File: src/rtl/byp_hazard_ctrl.sv
// ID-stage forwarding and load-use hazard controller: tracks the instructions in EX and DM,
// registers bypass selects into EX, and inserts one bubble per load-use hazard.
module byp_hazard_ctrl #(
    parameter int RADDR_W  = 4,
    parameter int ZERO_REG = 0,
    parameter int CNT_W    = 16
) (
    input  logic               clk,
    input  logic               rst,
    input  logic [RADDR_W-1:0] src0_addr_ID,
    input  logic [RADDR_W-1:0] src1_addr_ID,
    input  logic               re0_ID,
    input  logic               re1_ID,
    input  logic [RADDR_W-1:0] dst_addr_ID,
    input  logic               we_rf_ID,
    input  logic               ld_ID,
    input  logic               flush,
    input  logic               stall_ext,
    output logic               byp0_EX,
    output logic               byp1_EX,
    output logic               byp0_DM,
    output logic               byp1_DM,
    output logic               stall_IM_ID,
    output logic               stall_ID_EX,
    output logic               stall_EX_DM,
    output logic               bubble_ID_EX,
    output logic [CNT_W-1:0]   ldu_cnt
);

    localparam logic [RADDR_W-1:0] ZERO_ADDR = RADDR_W'(ZERO_REG);

    logic [RADDR_W-1:0] dst_ID_EX;
    logic               we_ID_EX;
    logic               ld_ID_EX;
    logic [RADDR_W-1:0] dst_EX_DM;
    logic               we_EX_DM;

    logic hit_ex0, hit_ex1, hit_dm0, hit_dm1;
    logic ldu;

    always_comb begin
        hit_ex0 = re0_ID & we_ID_EX & (src0_addr_ID == dst_ID_EX) & (src0_addr_ID != ZERO_ADDR);
        hit_ex1 = re1_ID & we_ID_EX & (src1_addr_ID == dst_ID_EX) & (src1_addr_ID != ZERO_ADDR);
        hit_dm0 = re0_ID & we_EX_DM & (src0_addr_ID == dst_EX_DM) & (src0_addr_ID != ZERO_ADDR);
        hit_dm1 = re1_ID & we_EX_DM & (src1_addr_ID == dst_EX_DM) & (src1_addr_ID != ZERO_ADDR);
        ldu     = ld_ID_EX & (hit_ex0 | hit_ex1);
    end

    // A flushed instruction is killed anyway, so a load-use on it must not hold the front end.
    always_comb begin
        stall_IM_ID  = stall_ext | (ldu & ~flush);
        stall_ID_EX  = stall_ext;
        stall_EX_DM  = stall_ext;
        bubble_ID_EX = ~stall_ext & (ldu | flush);
    end

    always_ff @(posedge clk or posedge rst) begin
        if (rst) begin
            dst_ID_EX <= '0;
            we_ID_EX  <= 1'b0;
            ld_ID_EX  <= 1'b0;
            dst_EX_DM <= '0;
            we_EX_DM  <= 1'b0;
            byp0_EX   <= 1'b0;
            byp1_EX   <= 1'b0;
            byp0_DM   <= 1'b0;
            byp1_DM   <= 1'b0;
            ldu_cnt   <= '0;
        end else if (!stall_ext) begin
            dst_ID_EX <= dst_addr_ID;
            we_ID_EX  <= we_rf_ID & ~bubble_ID_EX;
            ld_ID_EX  <= ld_ID & ~bubble_ID_EX;
            dst_EX_DM <= dst_ID_EX;
            we_EX_DM  <= we_ID_EX;
            // EX result is younger than DM, so it wins when both match.
            byp0_EX   <= ~bubble_ID_EX & hit_ex0;
            byp1_EX   <= ~bubble_ID_EX & hit_ex1;
            byp0_DM   <= ~bubble_ID_EX & hit_dm0 & ~hit_ex0;
            byp1_DM   <= ~bubble_ID_EX & hit_dm1 & ~hit_ex1;
            if (ldu && !flush && (ldu_cnt != {CNT_W{1'b1}})) begin
                ldu_cnt <= ldu_cnt + 1'b1;
            end
        end
    end

endmodule

File: config.mk
export PLATFORM = sky130hd
export DESIGN_NAME = byp_hazard_ctrl
export DESIGN_NICKNAME = d
export VERILOG_FILES = /design/src/rtl/byp_hazard_ctrl.sv
export SDC_FILE = /design/constraint.sdc
export NUM_CORES = 1
export LEC_CHECK = 0
export BUFFER_PORTS_ARGS = -buffer_cell sky130_fd_sc_hd__buf_2
export CORE_ASPECT_RATIO = 0.7
export CORE_MARGIN = 3
export CORE_UTILIZATION = 55
export CTS_BUF_LIST = sky130_fd_sc_hd__clkbuf_8
export CTS_CLUSTER_DIAMETER = 100
export CTS_CLUSTER_SIZE = 40
export DETAILED_ROUTE_END_ITERATION = 10
export PLACE_DENSITY_LB_ADDON = 0.15
export SYNTH_ARGS = -nofsm -noshare
export SYNTH_HDL_FRONTEND = slang
export SYNTH_SLANG_ARGS = --single-unit
File: constraint.sdc
create_clock -name clk -period 2.5 [get_ports clk]
set_input_delay 0.375 -clock clk [delete_from_list [all_inputs] [get_ports clk]]
set_output_delay 0.375 -clock clk [all_outputs]
set_load 0.02 [all_outputs]
==> results of run 1 <==
==> layout by cell type (no fill, tap or decap), drive strengths merged, types with 3 or more instances in the layout <==
cell and n:
mux2 10, a32o 3, xnor2 19, nor2 7
nor3 6, inv 3, xor2 12, and3 6
buf 47, nand4 7, nand2 10, dfrtp 31
nand3 13, clkbuf 5
==> cell type report <==
type / instances / area [um2] / area share [%]
clock inverters: 1 / 3.75 / 0.189
flip-flops and latches: 31 / 776 / 39.1
inverters: 2 / 7.51 / 0.378
multi-input cells: 110 / 840 / 42.3
well taps: 36 / 45.0 / 2.27
repair buffers: 47 / 245 / 12.4
clock buffers: 5 / 68.8 / 3.47
==> cell families (layout without fill, tap and decap cells) <==
family / count (synthesis) / in the layout / synth area share [%]
adder cells (fa/ha/maj): 1 / 1 / 0.752
AO/OA/AOI/OAI: 14 / 14 / 8.95
buffers and inverters: 8 / 55 / 2.86
AND/OR/NAND/NOR: 54 / 54 / 17.7
flip-flops: 31 / 31 / 46.7
XOR/XNOR: 31 / 31 / 16.3
multiplexers: 10 / 10 / 6.77
==> metrics by stage <==
stage	util, %	area [um2]	setup WS (ns)	hold WS, ns	total power (W)
2_1_floorplan	-	1660	0.478	0.479	0.000649
3_3_place_gp	67.0	1910	0.297	0.462	0.000691
3_5_place_dp	67.0	1910	0.279	0.478	0.000696
4_1_cts	69.6	1980	0.0231	0.175	0.00104
5_1_grt	69.9	1990	0.0790	0.207	0.00108
6_report	69.9	1990	0.221	0.159	0.00104
==> power groups by stage <==
| stage | Clock, W | Combinational (W) | Sequential, W |
|---|---|---|---|
| 6_report | 0.000348 | 0.000135 | 0.000552 |
| 3_5_place_dp | 0 | 0.000135 | 0.000561 |
| 4_1_cts | 0.000356 | 0.000136 | 0.000552 |
| 2_1_floorplan | 0 | 0.0000941 | 0.000555 |
| 5_1_grt | 0.000378 | 0.000151 | 0.000556 |
| 3_3_place_gp | 0 | 0.000131 | 0.000560 |
==> final timing paths <==
path	start	depth (start not counted)	end
setup reg to reg	dst_ID_EX[0]	7	ldu_cnt[1]
hold reg to reg	ldu_cnt[4]	1	ldu_cnt[4]
setup / recovery	dst_ID_EX[0]	7	stall_IM_ID
hold / removal	rst	3	ldu_cnt[0]
max in group asynchronous	rst	3	byp1_DM
min in group clk	dst_addr_ID[2]	2	dst_ID_EX[2]
==> worst min-delay path, stage by stage <==
cell and delay, ns:
buf_2 0.09, inv_1 0.04, buf_4 0.34
==> metal layers <==
| layer | share of wire (%) | track usage, % | vias up |
|---|---|---|---|
| li1 | - | - | 624 |
| met1 | 53 | 31.3 | 606 |
| met2 | 39 | 27.7 | 42 |
| met3 | 7.7 | 7.72 | 3 |
| met4 | 0.61 | 5.63 | 0 |
| met5 | 0 | 0 | - |
==> state kept, by name, summed over array words and instances, names as in the netlist <==
| register | cells |
|---|---|
| byp0_DM | 1 |
| byp0_EX | 1 |
| we_ID_EX | 1 |
| byp1_DM | 1 |
| dst_ID_EX | 4 |
| dst_EX_DM | 4 |
| ld_ID_EX | 1 |
| byp1_EX | 1 |
| we_EX_DM | 1 |
| ldu_cnt | 16 |
==> key figures, run 1 <==
Outcome
  – Run status: finished clean

Worst setup path
  – Worst Path Buf+Inv: 1
  – Critical Path RT: 2.12 ns
  – Worst endpoint data arrival time: ~1.9 ns
  – Worst Setup End Kind: output port
  – Slowest cell on crit path: dfrtp_1
  – Top cell family by delay on the critical path: simple AND/OR/NAND/NOR gates
  – Highest cell delay on the worst timing path: between 0.4 and 0.5 ns
  – Crit start category: flip-flop
  – Worst Path Max Fanout: 5
  – Reg-to-reg slack, setup: 0.56 ns
  – CP cell instances: xor2_1 > nor3_1 > nand3_1 > o2bb2ai_4 > nand2_2 > o21bai_1 > buf_2
  – Type of the worst setup path: flip-flop to output port

Timing
  – Max-slew violation count: 0
  – Final Skew: 0.00643 ns
  – Tightest Pin Transition: 0.509 ns
  – RSZ-0062 raised after global routing: false
  – Final setup fails: 0
  – Fmax: 439 MHz
  – Setup TNS: 0 ns
  – Fin crit share: roughly nine tenths
  – Minimum clock period: 2.28 ns
  – Final hold vios: 0
  – Relative slew slack: between 60% and 70%

Finish
  – Area Overhead vs Synth: 19.4%
  – Layout cells sized above 1: between 30% and 40%
  – Antenna Cells: 0
  – Total Nets Final: 218
  – FILL cells: between 200 and 250
  – Fin cells: between 200 and 250

Synthesis
  – Post-Syn Nets: between 150 and 200
  – Area contributors post-synth: dfrtp_1, xnor2_1, xor2_1, mux2_2, nand3_1
  – Cell taking the most area after synthesis: dfrtp_1
  – EDFF count, synth: 0
  – Post-synth ARST share: 100%
  – Top_reg_cell synth: dfrtp_1
  – Mapped cell area: 1660 um2
  – Synthesized area per cell: 11.2 um2
  – Synth Instances: around 150
  – Count leader, synth: dfrtp_1
  – Synth cell count leaders: dfrtp_1, xnor2_1, nand3_1
  – Register area share after synthesis: 46.7%
  – Share of the synthesized area in the top cell type: a little under half
  – Unique masters post-synth: 33
  – #FFs+latches synth: 31
  – Ys Warns: 0

Pwr
  – Int Power: just under 0.0008 W
  – Clock share of power: 33.6%
  – Sw frac: 25.7%
  – Power Dens Cells: roughly 520 nW/um2
  – Net Sw Power: 0.000266 W
  – Worst vdd ir: about 0.33 mV
  – Reg power frac: 53.4%
  – Combinational power share: 13.1%
  – Leakage power: 0.930 nW

Clock tree
  – CTS Hold Bufs: 0
  – CTS resizes: 0
  – CTS Buffer Depth: 2
  – Post-CTS setup buffer count: 0
  – CTS Root Cell: clkbuf_8
  – Cts bufs inserted: 5
  – Clock Pin Slew Worst Setup and Hold Paths: roughly 0.060 ns
  – CTS tree: built
  – Worst-Skew Late Latency: 0.28 ns
  – Total number of H-tree levels: 2
  – Clk sinks: 31

GRT
  – Pin count of the biggest net entering global routing: 32
  – Gr usage total: 20.9%
  – Total congestion overflow: 0
  – Global-route wire length before repair: 5.83 mm
  – Vias in the first global route: between 1k and 1.5k
  – Antenna violations before repair: 0

Drt
  – DR vias: 1,275
  – DR WL/cell: 14.8 um
  – Initial DRC count: 72
  – Number of routed nets with antenna violations: 0
  – # DRC: 0
  – Pre-antenna DRT Iters: 4
  – Total wire length: about 3.4 mm
  – Vias/cell: 5.50

Floorplan
  – Placement Rows: 16
  – DIE AREA: 3730 um2
  – Core Region: 2840 um2
  – Die width: 71.7 um
  – Chip height: 52.0 um
  – Starting density of the core: about three fifths
  – IO Pins: 44

Placed design
  – DP Cell Count: 225
  – I/O Buffers: 43
  – HPWL Detailed: 2.65 mm
  – RePlAce Congestion: between 0.8 and 0.9

Hold path
  – Worst min path class: input port to asynchronous set/reset pin

Flow run
  – Max cap viols: 0
Note: power is estimated with default switching activity, not from simulation.
==> run 2, diff against run 1 <==
Settings changed: BUFFER_PORTS_ARGS -buffer_cell sky130_fd_sc_hd__buf_2 to -buffer_cell sky130_fd_sc_hd__buf_4, GPL_TIMING_DRIVEN set to 0.
==> run 2 against run 1 <==
Effect of this change: cell count up 3.4%; sequential share of layout area down 3.3 points; clock skew down 0.0019 ns; critical endpoint is now bubble_ID_EX; largest power group unchanged; highest routed layer unchanged.
==> key figures, run 2 (same netlist as run 1, synthesis figures left out) <==
Finish
  – Commonest non-fill, non-tap cell in the layout: buf_4
  – Layout cells sized above 1: 40.7% (+6.0 points)
  – Area Overhead vs Synth: 31.2%
  – Top Registers: ldu_cnt: 16 flops, dst_EX_DM: 4 flops, dst_ID_EX: 4 flops
  – Total Nets Final: 225 (+3.2%)
  – Most frequent cells in the layout: buf_4, dfrtp_1, xnor2_1
  – Top reg by flops: ldu_cnt
  – Antenna Cells: 0 (unchanged)
  – Max reg flops: 16 (unchanged)

Worst setup path
  – FF-to-FF Start: dst_ID_EX[1]
  – Crit start category: flip-flop
  – Worst endpoint data arrival time: 2.02 ns (+0.12 ns)
  – Reg2reg end: ldu_cnt[1]
  – Worst Setup End Kind: output port
  – Reg-to-reg slack, setup: 0.59 ns (+0.03 ns)
  – Critical Path RT: 2.12 ns (about the same)
  – CP cell instances: xor2_1 > nor3_2 > nand3_2 > o2bb2ai_4 > buf_6 > a21oi_2 > nor2_1 > buf_4
  – Worst Path Max Fanout: 7 (+2)
  – Slowest cell on crit path: dfrtp_2
  – Highest cell delay on the worst timing path: 0.44 ns (about the same)
  – Cell count of the worst reg-to-reg path: 7 (unchanged)
  – Type of the worst setup path: flip-flop to output port

Drt
  – Pre-antenna DRT Iters: 4 (unchanged)
  – DR vias: 1,364 (+7.0%)
  – Max layer used: met4
  – # DRC: 0 (unchanged)
  – Number of routed nets with antenna violations: 0 (unchanged)
  – Met3 routed WL: 285 um (+8.4%)
  – WL met1: 1.90 mm (+5.3%)
  – Vias/cell: 5.68 (+3.4%)
  – DR WL/cell: 17.1 um (+16%)
  – Initial DRC count: 150 (+110%)
  – Total wire length: 4.11 mm (+20%)
  – Metal2 WL: 1.82 mm (+36%)

Clock tree
  – Worst-Skew Late Latency: 0.28 ns (about the same)
  – Total number of H-tree levels: 2 (unchanged)
  – CTS tree: built
  – Cts bufs inserted: 5 (unchanged)
  – CTS Buffer Depth: 2 (unchanged)
  – Clk sinks: 31 (unchanged)
  – CTS Root Cell: clkbuf_8
  – Clock Pin Slew Worst Setup and Hold Paths: 0.06 ns (about the same)

Placed design
  – HPWL Detailed: 3.05 mm (+15%)
  – I/O Buffers: 42 (-2.3%)
  – RePlAce Congestion: 0.877 (+0.35%)

Pwr
  – Worst vdd ir: 0.390 mV (+18%)
  – Power Dens Cells: 509 nW/um2 (-2.4%)
  – Int Power: 0.000823 W (+6.9%)
  – Reg power frac: 49.8% (-3.6 points)
  – Combinational power share: 14.8% (+1.7 points)
  – Clock share of power: 35.4% (+1.8 points)
  – Sw frac: 25.9% (+0.23 points)
  – Net Sw Power: 0.000288 W (+8.2%)
  – Design Power: 0.00111 W (+7.2%)
  – Leakage power: 0.989 nW (+6.4%)

Hold path
  – Hold endpoint: dst_ID_EX[3]
  – Beginning of the worst hold path: dst_addr_ID[3]
  – Worst hold stages: 2
  – Worst min path class: input port to flip-flop

Floorplan
  – Chip height: 52.0 um (unchanged)
  – DIE AREA: 3730 um2 (unchanged)
  – IO Pins: 44 (unchanged)
  – Starting density of the core: 58.5% (unchanged)
  – Core Region: 2840 um2 (unchanged)
  – Die width: 71.7 um (unchanged)
  – Placement Rows: 16 (unchanged)

Timing
  – Minimum clock period: 2.39 ns (+0.112 ns)
  – Max-slew violation count: 0 (unchanged)
  – Tightest Pin Transition: 1.14 ns (+0.634 ns)
  – Relative slew slack: 23.7% (-42 points)
  – Final hold vios: 0 (unchanged)
  – Fmax: 418 MHz (-4.7%)
  – Final Skew: 0.00451 ns (-0.00192 ns)
  – Setup TNS: 0 ns (unchanged)
  – Final setup fails: 0 (unchanged)
  – Fin crit share: 95.6% (+4.5 points)

GRT
  – Vias in the first global route: 1,343 (+8.8%)
  – Global-route wire length before repair: 6.45 mm (+11%)
  – Pin count of the biggest net entering global routing: 32 (unchanged)
  – Antenna violations before repair: 0 (unchanged)
  – Total congestion overflow: 0 (unchanged)
  – Gr usage total: 23.3% (+2.4 points)

Flow run
  – Max cap viols: 0 (unchanged)

Outcome
  – Run status: finished clean
==> run 2: changes by cell type in the layout (fill, tap and decap cells not counted), moves of 3 or more <==
cell	change
dfrtp_2	+3
buf_2	-41
dfrtp_1	-3
buf_4	+46
==> run 2: power by group through the flow <==
stage	Combinational, W	Clock (W)	Sequential (W)
after floorplan	0.0000941	0	0.000555
after global placement	0.000144	0	0.000558
after detailed placement	0.000151	0	0.000561
after CTS	0.000152	0.000402	0.000552
after global routing	0.000179	0.000427	0.000557
final	0.000164	0.000393	0.000554
==> run 2: layout make-up <==
class	instances	area (um2)
Buffer	6	40.0
Clock buffer	6	82.6
Clock inverter	1	5.00
Fill cell	196	662
Inverter	2	7.51
Multi-Input combinational cell	110	861
Sequential cell	31	779
Tap cell	36	45.0
Timing Repair Buffer	48	360
==> run 2: worst max-delay path by stage <==
stage                          startpoint      endpoint  slack [ns]  cells past startpoint
final                        dst_ID_EX[1]  bubble_ID_EX        0.11                      8
after global routing         dst_ID_EX[1]  bubble_ID_EX       -0.02                      8
after CTS                    dst_ID_EX[0]  bubble_ID_EX        0.03                      8
after detailed placement  src1_addr_ID[1]  bubble_ID_EX        0.30                      9
after global placement    src1_addr_ID[1]  bubble_ID_EX        0.30                      9
after floorplan              dst_ID_EX[0]  bubble_ID_EX        0.48                      6
==> run 2: metrics by stage <==
stage                     util (%)  hold WS (ns)  area, um2  std cells  setup slack [ns]
after floorplan                  -         0.479       1660        149             0.478
after global placement        71.2         0.476       2020        227             0.299
after detailed placement      71.2         0.482       2020        227             0.302
after CTS                     74.3         0.317       2110        234            0.0320
after global routing          76.7         0.321       2180        240           -0.0163
final                         76.7         0.324       2180        240             0.109
==> run 2: timing repair <==
item | CTS | global route
endpoints found under the setup margin | 0 | 2
resized for setup | 0 | 7
setup buffers | 0 | 6
hold buffers | 0 | 0
==> run 2: worst max-delay path: cells and delay by family, from the launching register on <==
family,cells,cell delay (ns)
compound gates,2,0.35
xor+xnor,1,0.18
simple gates,3,0.44
flops,1,0.44
buf+inv,2,0.32
==> run 2: routing by layer <==
layer  vias up  track usage (%)
met5         -                0
met4         0             10.3
met3        11             6.95
met2        64             34.0
met1       648             31.9
li1        641                -
